<file path="src/rtl/noc_pkg.sv">
// Shared mesh packet layout and spike-injector state encoding.
package noc_pkg;

  localparam int PKT_X_HI      = 31;
  localparam int PKT_X_LO      = 28;
  localparam int PKT_Y_HI      = 27;
  localparam int PKT_Y_LO      = 24;
  localparam int PKT_NEURON_HI = 23;
  localparam int PKT_NEURON_LO = 16;
  localparam int PKT_TAG_HI    = 15;
  localparam int PKT_TAG_LO    = 8;

  typedef enum logic {
    S_IDLE = 1'b0,
    S_SEND = 1'b1
  } inj_state_e;

  function automatic logic [31:0] pkt_pack(input logic [3:0] x,
                                           input logic [3:0] y,
                                           input logic [7:0] neuron,
                                           input logic [7:0] tag);
    logic [31:0] p;
    p = '0;
    p[PKT_X_HI:PKT_X_LO]           = x;
    p[PKT_Y_HI:PKT_Y_LO]           = y;
    p[PKT_NEURON_HI:PKT_NEURON_LO] = neuron;
    p[PKT_TAG_HI:PKT_TAG_LO]       = tag;
    return p;
  endfunction

endpackage

</file>
<file path="src/rtl/sync_fifo.sv">
// Single-clock show-ahead FIFO with registered occupancy; rejects writes when
// full and reads when empty.
module sync_fifo #(
  parameter int DATA_WIDTH = 32,
  parameter int DEPTH      = 16
) (
  input  logic                    clk,
  input  logic                    rst,
  input  logic                    wr_en_i,
  input  logic [DATA_WIDTH-1:0]   wr_data_i,
  input  logic                    rd_en_i,
  output logic [DATA_WIDTH-1:0]   rd_data_o,
  output logic                    full_o,
  output logic                    empty_o,
  output logic [$clog2(DEPTH):0]  count_o
);

  localparam int AW = $clog2(DEPTH);
  localparam logic [AW:0] FULL_CNT = (AW+1)'(DEPTH);

  logic [DATA_WIDTH-1:0] mem_q [DEPTH];
  logic [AW-1:0]         wr_ptr_q, rd_ptr_q;
  logic [AW:0]           count_q, count_d;
  logic                  do_wr, do_rd;

  assign full_o    = (count_q == FULL_CNT);
  assign empty_o   = (count_q == '0);
  assign count_o   = count_q;
  assign rd_data_o = mem_q[rd_ptr_q];
  assign do_wr     = wr_en_i && !full_o;
  assign do_rd     = rd_en_i && !empty_o;

  always_comb begin
    // NOTE: default first so every path assigns count_d and no latch is inferred.
    count_d = count_q;
    case ({do_wr, do_rd})
      2'b10:   count_d = count_q + (AW+1)'(1);
      2'b01:   count_d = count_q - (AW+1)'(1);
      default: count_d = count_q;
    endcase
  end

  always_ff @(posedge clk) begin
    if (rst) begin
      wr_ptr_q <= '0;
      rd_ptr_q <= '0;
      count_q  <= '0;
    end else begin
      if (do_wr) wr_ptr_q <= wr_ptr_q + AW'(1);
      if (do_rd) rd_ptr_q <= rd_ptr_q + AW'(1);
      count_q <= count_d;
    end
  end

  // NOTE: storage is deliberately not reset; the pointers and count define validity.
  always_ff @(posedge clk) begin
    if (do_wr) mem_q[wr_ptr_q] <= wr_data_i;
  end

endmodule

</file>
<file path="src/rtl/spike_injector.sv">
// Host spike source for a mesh edge port: buffers tagged events and releases
// each one onto din/vin once the global timestep has reached its tag.
module spike_injector
  import noc_pkg::*;
#(
  parameter int DATA_WIDTH = 32,
  parameter int FIFO_DEPTH = 16,
  parameter int TAG_WIDTH  = 8
) (
  input  logic                          clk,
  input  logic                          rst,
  input  logic                          host_wr_en,
  input  logic [3:0]                    host_dest_x,
  input  logic [3:0]                    host_dest_y,
  input  logic [7:0]                    host_neuron,
  input  logic [TAG_WIDTH-1:0]          host_tag,
  output logic                          host_full,
  input  logic                          step_tick,
  output logic [TAG_WIDTH-1:0]          cur_step,
  output logic [DATA_WIDTH-1:0]         dout,
  output logic                          vout,
  input  logic                          rin,
  output logic [$clog2(FIFO_DEPTH):0]   pending,
  output logic [15:0]                   sent_count,
  output logic                          overflow
);

  localparam int CW = $clog2(FIFO_DEPTH) + 1;

  logic [DATA_WIDTH-1:0] wr_data, head;
  logic                  fifo_full, fifo_empty;
  logic [CW-1:0]         fifo_count;
  logic [TAG_WIDTH-1:0]  head_tag, step_diff;
  logic                  head_elig, handshake, pop;

  inj_state_e            state_q;
  logic [DATA_WIDTH-1:0] dout_q;
  logic                  vout_q;
  logic [TAG_WIDTH-1:0]  cur_step_q;
  logic [15:0]           sent_q;
  logic                  overflow_q;

  assign wr_data = DATA_WIDTH'(pkt_pack(host_dest_x, host_dest_y, host_neuron, 8'(host_tag)));

  sync_fifo #(
    .DATA_WIDTH (DATA_WIDTH),
    .DEPTH      (FIFO_DEPTH)
  ) u_fifo (
    .clk       (clk),
    .rst       (rst),
    .wr_en_i   (host_wr_en),
    .wr_data_i (wr_data),
    .rd_en_i   (pop),
    .rd_data_o (head),
    .full_o    (fifo_full),
    .empty_o   (fifo_empty),
    .count_o   (fifo_count)
  );

  // Serial-number compare: the tag is due when it lies in the half-range behind cur_step.
  assign head_tag  = TAG_WIDTH'(head[PKT_TAG_HI:PKT_TAG_LO]);
  assign step_diff = cur_step_q - head_tag;
  assign head_elig = !fifo_empty && !step_diff[TAG_WIDTH-1];
  assign handshake = vout_q && rin;
  assign pop       = head_elig && ((state_q == S_IDLE) || handshake);

  always_ff @(posedge clk) begin
    // NOTE: sequential state uses non-blocking assignments so every register sees pre-edge values.
    if (rst) begin
      state_q <= S_IDLE;
      dout_q  <= '0;
      vout_q  <= 1'b0;
    end else begin
      case (state_q)
        S_IDLE: begin
          if (pop) begin
            dout_q  <= head;
            vout_q  <= 1'b1;
            state_q <= S_SEND;
          end
        end
        S_SEND: begin
          if (handshake) begin
            if (pop) begin
              dout_q <= head;
            end else begin
              vout_q  <= 1'b0;
              state_q <= S_IDLE;
            end
          end
        end
        default: begin
          vout_q  <= 1'b0;
          state_q <= S_IDLE;
        end
      endcase
    end
  end

  always_ff @(posedge clk) begin
    if (rst) begin
      cur_step_q <= '0;
      sent_q     <= '0;
      overflow_q <= 1'b0;
    end else begin
      if (step_tick)              cur_step_q <= cur_step_q + TAG_WIDTH'(1);
      if (handshake)              sent_q     <= sent_q + 16'd1;
      if (host_wr_en && fifo_full) overflow_q <= 1'b1;
    end
  end

  assign host_full  = fifo_full;
  assign cur_step   = cur_step_q;
  assign dout       = dout_q;
  assign vout       = vout_q;
  assign pending    = fifo_count + CW'(vout_q);
  assign sent_count = sent_q;
  assign overflow   = overflow_q;

endmodule

</file>
<file path="config.mk">
export PLATFORM = sky130hd
export DESIGN_NAME = spike_injector
export DESIGN_NICKNAME = d
export VERILOG_FILES = /design/src/rtl/noc_pkg.sv /design/src/rtl/sync_fifo.sv /design/src/rtl/spike_injector.sv
export SDC_FILE = /design/constraint.sdc
export NUM_CORES = 1
export LEC_CHECK = 0
export CAP_MARGIN = 40
export CORE_MARGIN = 4
export CORE_UTILIZATION = 45
export CTS_CLUSTER_DIAMETER = 30
export CTS_CLUSTER_SIZE = 10
export DETAILED_ROUTE_END_ITERATION = 8
export PLACE_DENSITY = 0.76
export SETUP_SLACK_MARGIN = 0.1
export SYNTH_ARGS = -nofsm -noshare
export SYNTH_HDL_FRONTEND = slang
export SYNTH_SLANG_ARGS = --single-unit
</file>
<file path="constraint.sdc">
create_clock -name clk -period 5.8 [get_ports clk]
set_clock_uncertainty 0.05 [all_clocks]
set_input_delay 1.16 -clock clk [delete_from_list [all_inputs] [get_ports clk]]
set_output_delay 1.16 -clock clk [all_outputs]
set_load 0.05 [all_outputs]
</file>
# Word level (Yosys, flattened, before mapping)

Memories as Yosys holds them, arrays and structs flattened. A register that Yosys moved wholly into a read port is not among the register bits.
Cells that the tools add are included.

Flip-flop bits (word level): 72
RAM bits: 384
Word-level logic and storage cells: 53
Memories kept: 1

Add/subtract/negate cells: 8
Eq/ne operators: 6
Muxes and demuxes: 15
Bitwise operators: 1
Reductions and logical operators: 13

Memories:

| name         | words | width | rd ports | clocked after memory_dff | wr ports | RTL line        | source |
|---|---|---|---|---|---|---|---|
| u_fifo.mem_q | 16    | 24    | 1        | 1                        | 1        | sync_fifo.sv:21 | `logic [DATA_WIDTH-1:0] mem_q [DEPTH];` |

Operators with widths:

| kind                    | number |
|---|---|
| $mux W32                | 2 |
| $pmux W32 S2            | 1 |
| $add A16 B1 Y16 const B | 1 |
| $pmux W5 S2             | 1 |
| $add A4 B1 Y4 const B   | 2 |
| $add A8 B1 Y8 const B   | 1 |
| $mux W4                 | 2 |
| $sub A8 B8 Y8           | 1 |
| $mux W1                 | 7 |
| $logic_and A1 B1 Y1     | 6 |
| $add A5 B1 Y5           | 1 |
| $add A5 B1 Y5 const B   | 1 |
| $eq A5 B5 Y1 const B    | 1 |
| $logic_not A5 Y1        | 1 |
| $sub A5 B1 Y5 const B   | 1 |
| $ne A2 B2 Y1 const B    | 2 |
| $pmux W1 S2             | 2 |
| $logic_not A1 Y1        | 3 |
| $reduce_and A3 Y1       | 1 |
| $eq A2 B1 Y1 const B    | 1 |
| $eq A2 B2 Y1 const B    | 1 |
| $ne A2 B1 Y1 const B    | 1 |
| $reduce_bool A2 Y1      | 1 |
| $logic_or A1 B1 Y1      | 1 |
| $not A1 Y1              | 1 |

# Logic depth before layout (Yosys ltp)

Depth after elaboration: 7
Mapped depth: 22

# Hierarchy

Synthesis repeated with hierarchy kept, for this count alone.

Cells, all modules: 1,123
Area total of the unflattened synthesis: 22,924.5 um2

Modules (own cells, without submodules):

| module         | times used | cells an instance | area each (um2) | sequential area each (um2) |
|---|---|---|---|---|
| sync_fifo      | 1          | 826               | 20,108.0        | 15,715.1 |
| spike_injector | 1          | 297               | 2,816.5         | 1,181.1 |

# Worst setup path after synthesis

No wires, ideal clock.

Path type: reg-to-reg
Start point: register with a tool-made name
End point: register u_fifo.count_q[4], in the netlist u_fifo.count_o[4]
Setup time: 0.123 ns
Arrival: 5.587 ns
Setup slack: 0.039 ns
Stages on the path, launching flop included: 22
Period minus slack after synthesis: 5.761 ns
Path through: dfxtp_1 -> clkbuf_1 -> buf_1 -> mux4_2 -> mux4_2 -> inv_1 -> ha_1 -> a211o_1 -> a211oi_1 -> a22oi_4 -> xnor2_2 -> nand3_2 -> inv_2 -> buf_1 -> ha_1 -> buf_2 -> xor2_1 -> ha_1 -> nor2_1 -> a2111o_1 -> a31oi_1 -> mux2_1

RTL lines:

| element                | RTL line        | source |
|---|---|---|
| end signal: assignment | sync_fifo.sv:51 | `count_q <= count_d;` |
| end: declaration       | sync_fifo.sv:23 | `logic [AW:0] count_q, count_d;` |

==> reports/results.tsv <==
metric	value	unit
cell family with most CP delay	multiplexers	
io pins	93	
prevailing post-synth register cell	edfxtp_1	
WHS	0.405	ns
Worst setup EP type	register	
maximum root-to-sink buffer count	3	
CP dominant cell by count	ha_1	
final core occ	56.8	%
Req. time, crit path	6.21	ns
clock slew at reported path FFs	0.05	ns
CP max FO	26	
Setup Viol. Count Final	0	
layout cell share with drive strength beyond 1	26.9	%
Post-CTS Setup Bufs	0	
Pint	7.39	mW
post-synthesis sequential area ratio	73.3	%
Final Max Tran Viols	0	
number of flops mapped to enable cells by yosys	384	
Starting DRT DRC Count	919	
crit share post-route	89.2	%
Die W	206	um
final weighted congestion in routability-driven placement	0.751	
row count	72	
r2r setup slk	0.63	ns
Max Fclk	193	MHz
Leak Pwr	7.19	nW
clock sinks	452	
Worst Setup Start Kind	register	
Die Ht	206	um
non-filler cells, final	1660	
Residual DRC	0	
Core Box Area	0.0386	sq mm
fillers	2784	
sequential share of power	37.8	%
GR Util All Layers	19.7	%
1st-pass router iterations	4	
worst hold start	dout[16]$_SDFFE_PP0P_	
htree depth	3	
Initial Utilization	45.5	%
Num CTS Buffers	85	
Post-Synthesis Cells	926	
Hold Violations, Final	0	
worst path cell trace	mux4_2 -> mux4_2 -> inv_1 -> ha_1 -> a211o_1 -> a211oi_1 -> a22oi_4 -> xnor2_2 -> nand3_2 -> inv_2 -> ha_1 -> xor2_1 -> ha_1 -> nor2_1 -> a2111o_1 -> a31oi_1 -> mux2_1	
P&R area growth vs syn	24.9	%
sw frac	26.0	%
vias in the first global route	9763	
port buffer count	84	
Via density	5.63	
Sw Pwr	2.59	mW
R2R cell count	17	
TritonCTS clock tree	done	
DP Worst Slack	0.634	ns
dpl cell area	0.0191	sq mm
Post-CTS Resized	0	
Peak VDD IR	0.362	mV
Cell Area, Synth	0.0176	sq mm
WHS Endpoint	dout[16]$_SDFFE_PP0P_	
hpwl dp	20800	um
setup ws final	0.626	ns
drt wl/cell	24.6	um
hold_buf cts	0	
DR vias	9351	
CP peak stage delay	0.66	ns
clock insertion delay at the later pin of the skew report	0.58	ns
status	finished, final reports clean	
CP arrival	5.58	ns
Slowest cell on crit path	dfxtp_4	
die area	0.0423	sq mm
Gate power share	13.9	%
reg2reg end	u_fifo.count_o[4]$_SDFFE_PP0P_	
worst slew pin tran	0.667	ns
Synth Register Bits	452	
Syn Area/Cell	19.0	sq um
clock share of power	48.2	%
setup TNS after final layout	0	ns
fin crit period	5.17	ns
Routed WL	40800	um
share of async-settable or async-resettable flops after synthesis	0	%
Warnings, synthesis	0	
critical path class	register to register	
design area	0.0220	sq mm
WHS Path Cells	2	
GR Overflow Total	0	
Max Cap Violations	0	
Final ANT Viol Nets	0	
largest net degree at the start of global routing	43	
Hold Path Class	register to register	
CTS root buffer	clkbuf_16	
PD cells	455	mW/mm^2
buffers and inverters on the worst path	2	
Worst slew margin	55.5	%
Cell variety after synth	48	
first-pass GRT wire length	61500	um
Inst Count DP	1504	
total design power	9.98	mW
nets@finish	1119	
initial antenna violation count	3	
RSZ-0062 raised after global routing	no	
-- how the worst max path moves through the flow --
stage,from,end,slack [ns],cells past startpoint
global route,register,u_fifo.count_o[4]$_SDFFE_PP0P_,0.26,17
floorplan,register,u_fifo.count_o[4]$_SDFFE_PP0P_,0.30,21
finish,register,u_fifo.count_o[4]$_SDFFE_PP0P_,0.63,17
global placement,register,u_fifo.count_o[4]$_SDFFE_PP0P_,0.69,17
CTS,register,u_fifo.count_o[4]$_SDFFE_PP0P_,0.57,17
detailed placement,register,u_fifo.count_o[4]$_SDFFE_PP0P_,0.63,17
-- routing by layer --
| layer | share of wire [%] | global-route usage, % | vias to the layer above |
|---|---|---|---|
| li1 | - | - | 3986 |
| met1 | 39 | 26.4 | 4831 |
| met2 | 50 | 32.0 | 456 |
| met3 | 8.3 | 4.85 | 74 |
| met4 | 2.1 | 6.51 | 4 |
| met5 | 0.044 | 0 | - |
-- registers in the layout (all words and copies together), names as in the netlist, named ones only --
| register | cells |
|---|---|
| dout | 24 |
| vout | 1 |
| sent_count | 16 |
| u_fifo.mem_q | 384 |
| cur_step | 8 |
| u_fifo.count_o | 5 |
| overflow | 1 |
| u_fifo.rd_ptr_q | 4 |
| u_fifo.wr_ptr_q | 4 |
| state_q | 1 |
-- final cells by class --
cell class                 instances  area, sq um  area share (%)
sequential                       452        12900            58.8
multi-input combinational        412         4460            20.3
clock buffer                     102         2250            10.3
timing repair buffer             110         1050            4.79
tap                              518          648            2.95
clock inverter                    53          594            2.71
inverter                          12         45.0           0.205
antenna                            1         2.50          0.0114
-- cells in the final DEF (no fill, tap or decap), drive strengths merged, types with 10 or more instances in the layout --
cell type | netlist | layout
clkinv | 0 | 28
xor2 | 24 | 24
inv | 12 | 17
edfxtp | 384 | 384
nand2 | 73 | 73
buf | 24 | 27
nor2 | 52 | 52
clkinvlp | 0 | 11
ha | 17 | 17
xnor2 | 10 | 10
a21oi | 36 | 36
mux4 | 120 | 120
clkbuf | 33 | 102
dfxtp | 68 | 68
clkdlybuf4s50 | 0 | 83
-- synth_stat cells, types with 2 or more instances --
library cell	count	area (sq um)
o21ai_0	5	25.0
nor2_1	52	195
a31oi_1	2	12.5
xnor2_1	8	70.1
a21oi_1	36	180
and2_1	3	18.8
edfxtp_1	384	11500
buf_2	5	25.0
nor2b_1	3	18.8
inv_1	11	41.3
xnor2_2	2	32.5
mux2_1	2	22.5
and4_1	3	26.3
buf_1	9	33.8
or3_1	4	25.0
a21o_1	3	22.5
mux4_2	120	2700
ha_1	17	213
xor2_1	24	210
nand3_1	8	40.0
dfxtp_1	68	1360
nand2_1	73	274
nand2b_1	4	25.0
and3_1	4	25.0
mux2i_1	2	20.0
nand4_1	7	43.8
clkbuf_1	33	124
buf_4	9	67.6
nor3_1	6	30.0
-- worst min-delay path, delay by kind of cell, from the launching register on --
kind / cells / cell delay [ns]
simple gates: 1 / 0.05
flops: 1 / 0.30
compound gates: 1 / 0.05
-- logic make-up (layout without fill, tap and decap cells) --
logic type / after synthesis / count (layout) / synth area share, %
other: 1 / 9 / 0.0213
flip-flops: 452 / 452 / 73.3
buffers and inverters: 69 / 277 / 1.74
AND/OR/NAND/NOR: 171 / 171 / 4.28
XOR/XNOR: 34 / 34 / 1.78
AO/OA/AOI/OAI: 58 / 58 / 2.04
multiplexers: 124 / 124 / 15.6
adder cells (fa/ha/maj): 17 / 17 / 1.21
-- power groups by stage --
stage	combinational (mW)	sequential, mW	clock [mW]
after global routing	1.49	3.79	5.05
after global placement	1.36	3.83	0
after CTS	1.41	3.78	4.88
final	1.39	3.78	4.81
after detailed placement	1.39	3.83	0
after floorplan	0.787	3.99	0
No activity file was read; power rests on OpenSTA's default activity.
